File: config.mk
export PLATFORM = sky130hd
export DESIGN_NAME = apb_master_bridge
export DESIGN_NICKNAME = d
export VERILOG_FILES = /design/src/rtl/apb_master_bridge.sv
export SDC_FILE = /design/constraint.sdc
export NUM_CORES = 1
export LEC_CHECK = 0
export ABC_AREA = 1
export BUFFER_PORTS_ARGS = -buffer_cell sky130_fd_sc_hd__buf_2
export CAP_MARGIN = 20
export CORE_UTILIZATION = 47
export DETAILED_ROUTE_END_ITERATION = 10
export GPL_TIMING_DRIVEN = 0
export PLACE_DENSITY = 0.82
export SLEW_MARGIN = 10
export SYNTH_ARGS = -nofsm -noshare
export SYNTH_HDL_FRONTEND = slang
export SYNTH_SLANG_ARGS = --single-unit
File: constraint.sdc
create_clock -name PCLK -period 5 [get_ports PCLK]
set_input_delay 0.75 -clock PCLK [delete_from_list [all_inputs] [get_ports PCLK]]
set_output_delay 0.75 -clock PCLK [all_outputs]
set_load 0.01 [all_outputs]
File: src/rtl/apb_master_bridge.sv
// APB3 requester: takes single read/write commands on a valid/ready channel, runs one
// SETUP+ACCESS transfer to the address-decoded slave, and returns data/status on a response channel.
module apb_master_bridge #(
  parameter int ADDR_WIDTH     = 32,
  parameter int DATA_WIDTH     = 32,
  parameter int NUM_SLAVES     = 4,
  parameter int SEL_LSB        = 12,
  parameter int TIMEOUT_CYCLES = 16
) (
  input  logic                  PCLK,
  input  logic                  PRESET,
  input  logic                  req_valid,
  output logic                  req_ready,
  input  logic [ADDR_WIDTH-1:0] req_addr,
  input  logic                  req_write,
  input  logic [DATA_WIDTH-1:0] req_wdata,
  output logic                  rsp_valid,
  input  logic                  rsp_ready,
  output logic [DATA_WIDTH-1:0] rsp_rdata,
  output logic                  rsp_err,
  output logic                  rsp_timeout,
  output logic [ADDR_WIDTH-1:0] PADDR,
  output logic [NUM_SLAVES-1:0] PSEL,
  output logic                  PENABLE,
  output logic                  PWRITE,
  output logic [DATA_WIDTH-1:0] PWDATA,
  input  logic [DATA_WIDTH-1:0] PRDATA,
  input  logic                  PREADY,
  input  logic                  PSLVERR
);

  localparam int SEL_W = (NUM_SLAVES < 2) ? 1 : $clog2(NUM_SLAVES);
  localparam int CNT_W = (TIMEOUT_CYCLES < 2) ? 1 : $clog2(TIMEOUT_CYCLES);
  // Counter value seen on the last permitted wait cycle; the abort fires on that cycle.
  localparam logic [CNT_W-1:0] TO_LAST = CNT_W'((TIMEOUT_CYCLES == 0) ? 0 : TIMEOUT_CYCLES - 1);

  typedef enum logic [1:0] {IDLE, SETUP, ACCESS, RESP} state_t;

  state_t                  state, state_nxt;
  logic [CNT_W-1:0]        cnt, cnt_d;
  logic [SEL_W-1:0]        idx;
  logic                    hs;
  logic                    dec_err;
  logic                    timeout_hit;

  logic                    req_ready_d, rsp_valid_d, rsp_err_d, rsp_timeout_d;
  logic [DATA_WIDTH-1:0]   rsp_rdata_d, pwdata_d;
  logic [ADDR_WIDTH-1:0]   paddr_d;
  logic [NUM_SLAVES-1:0]   psel_d;
  logic                    penable_d, pwrite_d;

  assign idx         = req_addr[SEL_LSB +: SEL_W];
  assign hs          = req_valid & req_ready;
  assign dec_err     = (int'(idx) >= NUM_SLAVES);
  assign timeout_hit = (TIMEOUT_CYCLES != 0) && !PREADY && (cnt == TO_LAST);

  always_ff @(posedge PCLK or posedge PRESET) begin
    if (PRESET) state <= IDLE;
    else        state <= state_nxt;
  end

  always_comb begin
    state_nxt = state;
    unique case (state)
      IDLE:    if (hs) state_nxt = dec_err ? RESP : SETUP;
      SETUP:   state_nxt = ACCESS;
      ACCESS:  if (PREADY || timeout_hit) state_nxt = RESP;
      RESP:    if (rsp_ready) state_nxt = IDLE;
      default: state_nxt = IDLE;
    endcase
  end

  always_comb begin
    req_ready_d   = req_ready;
    rsp_valid_d   = rsp_valid;
    rsp_rdata_d   = rsp_rdata;
    rsp_err_d     = rsp_err;
    rsp_timeout_d = rsp_timeout;
    paddr_d       = PADDR;
    psel_d        = PSEL;
    penable_d     = PENABLE;
    pwrite_d      = PWRITE;
    pwdata_d      = PWDATA;
    cnt_d         = cnt;
    unique case (state)
      IDLE: begin
        if (hs) begin
          req_ready_d = 1'b0;
          if (dec_err) begin
            rsp_valid_d   = 1'b1;
            rsp_err_d     = 1'b1;
            rsp_timeout_d = 1'b0;
            rsp_rdata_d   = '0;
          end else begin
            psel_d    = NUM_SLAVES'(1) << idx;
            penable_d = 1'b0;
            paddr_d   = req_addr;
            pwrite_d  = req_write;
            if (req_write) pwdata_d = req_wdata;
            cnt_d     = '0;
          end
        end
      end
      SETUP: penable_d = 1'b1;
      ACCESS: begin
        if (PREADY) begin
          psel_d        = '0;
          penable_d     = 1'b0;
          rsp_valid_d   = 1'b1;
          rsp_rdata_d   = (PWRITE || PSLVERR) ? '0 : PRDATA;
          rsp_err_d     = PSLVERR;
          rsp_timeout_d = 1'b0;
        end else if (timeout_hit) begin
          psel_d        = '0;
          penable_d     = 1'b0;
          rsp_valid_d   = 1'b1;
          rsp_rdata_d   = '0;
          rsp_err_d     = 1'b1;
          rsp_timeout_d = 1'b1;
        end else begin
          cnt_d = cnt + 1'b1;
        end
      end
      RESP: begin
        if (rsp_ready) begin
          rsp_valid_d = 1'b0;
          req_ready_d = 1'b1;
        end
      end
      default: ;
    endcase
  end

  always_ff @(posedge PCLK or posedge PRESET) begin
    if (PRESET) begin
      req_ready   <= 1'b1;
      rsp_valid   <= 1'b0;
      rsp_rdata   <= '0;
      rsp_err     <= 1'b0;
      rsp_timeout <= 1'b0;
      PADDR       <= '0;
      PSEL        <= '0;
      PENABLE     <= 1'b0;
      PWRITE      <= 1'b0;
      PWDATA      <= '0;
      cnt         <= '0;
    end else begin
      req_ready   <= req_ready_d;
      rsp_valid   <= rsp_valid_d;
      rsp_rdata   <= rsp_rdata_d;
      rsp_err     <= rsp_err_d;
      rsp_timeout <= rsp_timeout_d;
      PADDR       <= paddr_d;
      PSEL        <= psel_d;
      PENABLE     <= penable_d;
      PWRITE      <= pwrite_d;
      PWDATA      <= pwdata_d;
      cnt         <= cnt_d;
    end
  end

endmodule

# After elaboration in Yosys (flattened, before gate mapping)
# Index checks and enable logic that the tools add are counted.
[word_totals]
register_bits = 112
word_cells = 71
input_bits = 103
[op_classes]
addsub = 1
n_mux = 27
n_reduce_logical = 19
n_shift = 1
bitwise = 1
eq_ne = 10
[ops]
columns = ["cell", "count"]
rows = [
  ["32-bit two-way mux", 3],
  ["4-bit two-way mux", 6],
  ["3-bit AND reduction", 6],
  ["4-bit one-hot mux with 2 select lines", 2],
  ["2-bit != test, second input constant", 5],
  ["1-bit two-way mux", 9],
  ["2-bit one-hot mux with 4 select lines", 1],
  ["2-bit nonzero test", 4],
  ["2-bit two-way mux", 3],
  ["4-bit by 1-bit adder with 4-bit output, second input constant", 1],
  ["2-bit equality test, second input constant", 2],
  ["4-bit equality test, second input constant", 1],
  ["1-bit one-hot mux with 2 select lines", 2],
  ["2-bit AND reduction", 2],
  ["4-bit AND reduction", 1],
  ["1-bit by 2-bit << shifter with 4-bit output, first input constant", 1],
  ["3-bit != test, second input constant", 1],
  ["1-bit one-hot mux with 3 select lines", 1],
  ["3-bit nonzero test", 1],
  ["2-bit by 1-bit equality test with 1-bit output, second input constant", 1],
  ["2-bit logical NOT", 1],
  ["1-bit logical OR", 2],
  ["1-bit bitwise AND", 1],
  ["1-bit logical AND", 1],
  ["1-bit logical NOT", 1],
]

# Logic depth before layout (Yosys ltp)
[logic_depth]
ltp_word = 5
depth_mapped = 9
mapped_depth_nobuf = 9

# Worst setup path after synthesis
# No wires, ideal clock.
[synth_timing]
path_type = "input -> register"
startpoint = "in req_write"
endpoint = "reg PWDATA[31]"
cell_stages = 4
path_buffers = 2
arrival_time_ps = 1338
setup_slack_ps = 3596
required_time_ps = 4934
setup_time_ps = 66
path_cell_list = "buf_2 clkbuf_1 nand3_1 nand2_1"
[synth_via]
elab_chain_cells = 1
[synth_lines]
columns = ["item", "line", "text"]
rows = [
  ["start: declaration", "15", "input logic req_write,"],
  ["3-bit AND reduction (no source line)", "--", ""],
  ["end signal: assignment", "157", "PWDATA <= pwdata_d;"],
  ["end: declaration", "26", "output logic [DATA_WIDTH-1:0] PWDATA,"],
]
# No other way between the ends.
# A chain may end at the register's enable or synchronous reset.

# Final worst setup path
[layout_timing]
startpoint = "reg req_ready"
endpoint = "out req_ready"
[layout_lines]
columns = ["item", "line", "text"]
rows = [
  ["start: declaration", "13", "output logic req_ready,"],
  ["start signal: assignment", "148", "req_ready <= req_ready_d;"],
]
# No word-level cell between the ends.

==> parameters.txt <==
Parameter                              Value

Outcome
  Outcome ... complete, no violations

Logic synthesis
  Combinational family with the most area after synthesis ... simple AND/OR/NAND/NOR gates
  Post-synthesis net count ... around 630
  Number of synthesized flops with an enable pin ... 0
  Synth Instances ... between 500 and 600
  Mapped cell area ... roughly 0.0047 mm^2
  Complex-gate fraction of the synthesized area ... 1.29%
  Adder-Cell Fraction of Synth Area ... 1.88%
  Proportion of synthesized area in mux cells ... 0%
  Synth top area cells ... sky130_fd_sc_hd__dfrtp_1 60%, sky130_fd_sc_hd__nand2_1 21%, sky130_fd_sc_hd__nand3_1 8.1%
  Number of storage elements in the synthesis netlist ... around 110
  Average size of a mapped cell ... around 8.9 um^2
  Number of distinct library cells after synthesis ... 22
  Number of warnings printed during yosys synthesis ... 0
  Sequential cell area fraction in the yosys report ... about three fifths
  Leading area contributor after synthesis ... sky130_fd_sc_hd__dfrtp_1
  Area share of the largest cell type after synthesis ... 59.7%
  Fraction of registers with async set/reset ... 100%
  Simple logic cell fraction of the synthesized area ... a little under a third
  XOR/XNOR share of the synthesized area ... 0.188%
  Most frequently used flop master after synthesis ... sky130_fd_sc_hd__dfrtp_1

Worst setup path
  Worst Path Buf+Inv ... 1
  Startpoint types ... flip-flop
  Gate family responsible for the most delay along the worst path ... flip-flops
  Worst setup path startpoint ... req_ready
  Arrival time at the worst endpoint ... approximately 1.1 ns
  Worst stage delay on the critical path ... 0.61 ns
  Worst reg2reg startpoint ... state[0]
  Critical path endpoint category ... primary output
  Classification of the worst setup path ... flip-flop to primary output
  Biggest fanout along the worst timing path ... 5
  Cell-by-cell trace of the critical path ... buf_2
  Cell at the slowest stage of the critical path ... sky130_fd_sc_hd__dfstp_2
  Req. time, crit path ... 4.25 ns

Routing
  Routed wire per std cell ... approximately 13 um
  DR vias/cell ... 4.83
  Total iterations of the first detailed-routing run ... 4
  Post-Route WL ... 11700 um
  First-iteration detailed-routing DRC count ... 78
  Remaining number of nets flagged by the antenna check after routing ... 0
  Met2 layer wire length in the routed design ... 5890 um
  Vias after detailed routing ... around 4200
  DRC violations left ... 0
  Detailed-routed wire length on met3 ... 969 um
  Top sig layer ... met4
  Wire length the detailed router placed on met1 ... between 4000 and 5000 um

Cells and area
  Total number of nets in the final design ... between 800 and 900
  Filler instances ... approximately 800
  Number of diodes ... 0
  Layout cells sized above 1 ... roughly 34%
  Most frequent standard cell in the layout excluding fill and tap cells ... sky130_fd_sc_hd__nand2_1
  Commonest non-fill, non-tap cells in the layout ... 255 x sky130_fd_sc_hd__nand2_1, 213 x sky130_fd_sc_hd__buf_2, 111 x sky130_fd_sc_hd__dfrtp_1
  Synthesis-to-layout area growth ... 30.3%
  Post-layout instance count excluding filler cells ... 875

GRT
  Maximum number of pins on one net before global-route repair ... 62
  First-pass GRT wire length ... around 19000 um
  Vias in the first global route ... roughly 4100
  Gr usage total ... 23.5%
  Total congestion overflow after global routing ... 0
  Initial antenna violation count ... 0

Die
  Area of the core ... between 0.009 and 0.01 mm^2
  Effective utilization at floorplan ... 49.4%
  Die area ... between 0.01 and 0.015 mm^2
  Height of the die ... between 100 and 150 um
  X dimension of the die ... 101 um
  Top-level I/O count ... around 210
  Row count ... 35

Timing
  Minimum clock period ... about 1.9 ns
  Fin Setup TNS ... 0 ns
  Worst slew margin relative to its limit ... around two thirds
  Max Slew Vio Count ... 0
  Setup repair after global routing missed its margin ... no
  Final Hold Vio Count ... 0
  Transition time of the tightest slew-check pin ... approximately 0.48 ns
  Worst Clk Skew ... about 0.018 ns
  Count of final setup violators ... 0
  Max frequency ... ~530 MHz
  Fin crit share ... a little under two fifths

Pwr
  Maximum vdd ir drop ... 0.000303 V
  Power density over cell area ... about 570 mW/mm^2
  Leakage power of the design ... roughly 0.0036 uW

Clock network
  H-tree levels ... 3
  CTS resizes ... 0
  Max Buffers Root-to-Sink ... 2
  Hold_buf cts ... 0
  CTS tree ... built
  Worst-path clk slew ... between 0.1 and 0.15 ns
  Skew-Pair Late Insertion Delay ... about 0.36 ns
  Clock Root Buffer ... sky130_fd_sc_hd__clkbuf_8
  Clock tree sinks ... around 110
  Buffer count from post-CTS setup fixing ... 0
  Inserted Clock Buffers ... 9

Placement
  Routability congestion estimate from global placement ... 0.780
  I/O Buffers ... 207
  Placed wire-length estimate ... around 8900 um
  Placed Cells incl. Taps ... 860

Run
  Number of max-cap violations ... 0

Hold path
  Tightest Hold Check Type ... primary input to asynchronous set/reset pin
## layer usage
layer,vias to the layer above,GRT usage [%]
li1,2081,-
met1,1982,27.0
met2,151,41.5
met3,10,7.25
met4,0,7.80
met5,-,0
## worst register-to-register path, stage by stage, from the launching register on
cell	delay, ns
sky130_fd_sc_hd__dfrtp_1	0.44
sky130_fd_sc_hd__inv_1	0.13
sky130_fd_sc_hd__ha_1	0.25
sky130_fd_sc_hd__nand3_4	0.18
sky130_fd_sc_hd__inv_4	0.18
sky130_fd_sc_hd__nand2_4	0.10
sky130_fd_sc_hd__buf_6	0.15
sky130_fd_sc_hd__nand2_1	0.06
sky130_fd_sc_hd__nand2_1	0.05
## state kept, by name (all words and copies together), names as in the netlist
signal / cells
PADDR: 32
PWDATA: 32
PSEL: 4
rsp_rdata: 32
PWRITE: 1
PENABLE: 1
req_ready: 1
state: 2
rsp_timeout: 1
cnt: 4
rsp_valid: 1
rsp_err: 1
## final cells by class
cell class | instances | area [um^2] | share of cell area (%)
inverter | 19 | 78.8 | 1.30
clock buffer | 9 | 124 | 2.04
sequential | 112 | 2800 | 46.3
tap | 129 | 161 | 2.66
multi-input combinational | 366 | 1600 | 26.4
timing repair buffer | 208 | 1060 | 17.6
buffer | 26 | 176 | 2.91
clock inverter | 6 | 53.8 | 0.888
## metrics by stage
step | power (uW) | hold slack [ns] | setup WS (ns) | util [%] | cell area, um^2
floorplan | 2330 | 0.476 | 1.29 | - | 4650
global placement | 2880 | 0.448 | 0.191 | 62.1 | 5850
detailed placement | 2960 | 0.454 | 3.24 | 62.5 | 5880
CTS | 3470 | 0.419 | 3.10 | 64.3 | 6060
global route | 3710 | 0.431 | 3.08 | 64.3 | 6060
finish | 3440 | 0.418 | 3.13 | 64.3 | 6060
## path summary, 6_finish.rpt
| check | slack [ns] | end | cells past startpoint |
|---|---|---|---|
| min in group PCLK | 0.48 | PENABLE | 2 |
| max | 3.13 | req_ready | 1 |
| min reg2reg | 0.48 | PENABLE | 2 |
| max in group asynchronous | 3.95 | PADDR[6] | 3 |
| min | 0.42 | rsp_rdata[3] | 2 |
| max reg2reg | 3.35 | PWDATA[25] | 8 |
## synth_stat cells (3+ instances only)
cell type and n:
sky130_fd_sc_hd__dfrtp_1 111, sky130_fd_sc_hd__buf_2 6, sky130_fd_sc_hd__nand4_1 3, sky130_fd_sc_hd__o21ai_0 5, sky130_fd_sc_hd__clkbuf_1 7, sky130_fd_sc_hd__o21ai_1 4
sky130_fd_sc_hd__nand2_1 255, sky130_fd_sc_hd__buf_4 7, sky130_fd_sc_hd__ha_1 7, sky130_fd_sc_hd__buf_6 6, sky130_fd_sc_hd__nand3_1 75, sky130_fd_sc_hd__nand2_2 3
sky130_fd_sc_hd__nor2_1 8, sky130_fd_sc_hd__inv_1 18
## report_power, final
part | total (uW) | internal [uW] | switching [uW]
clock network | 506 | 188 | 318
logic | 1420 | 558 | 859
registers | 1510 | 1290 | 220
total | 3440 | 2040 | 1400
## cells by family after synthesis
kind of cell,count (synthesis)
fa+ha+maj,7
simple gates,347
buf+inv,45
compound gates,11
flops,112
xor+xnor,1
(Power assumes the default switching activity.)
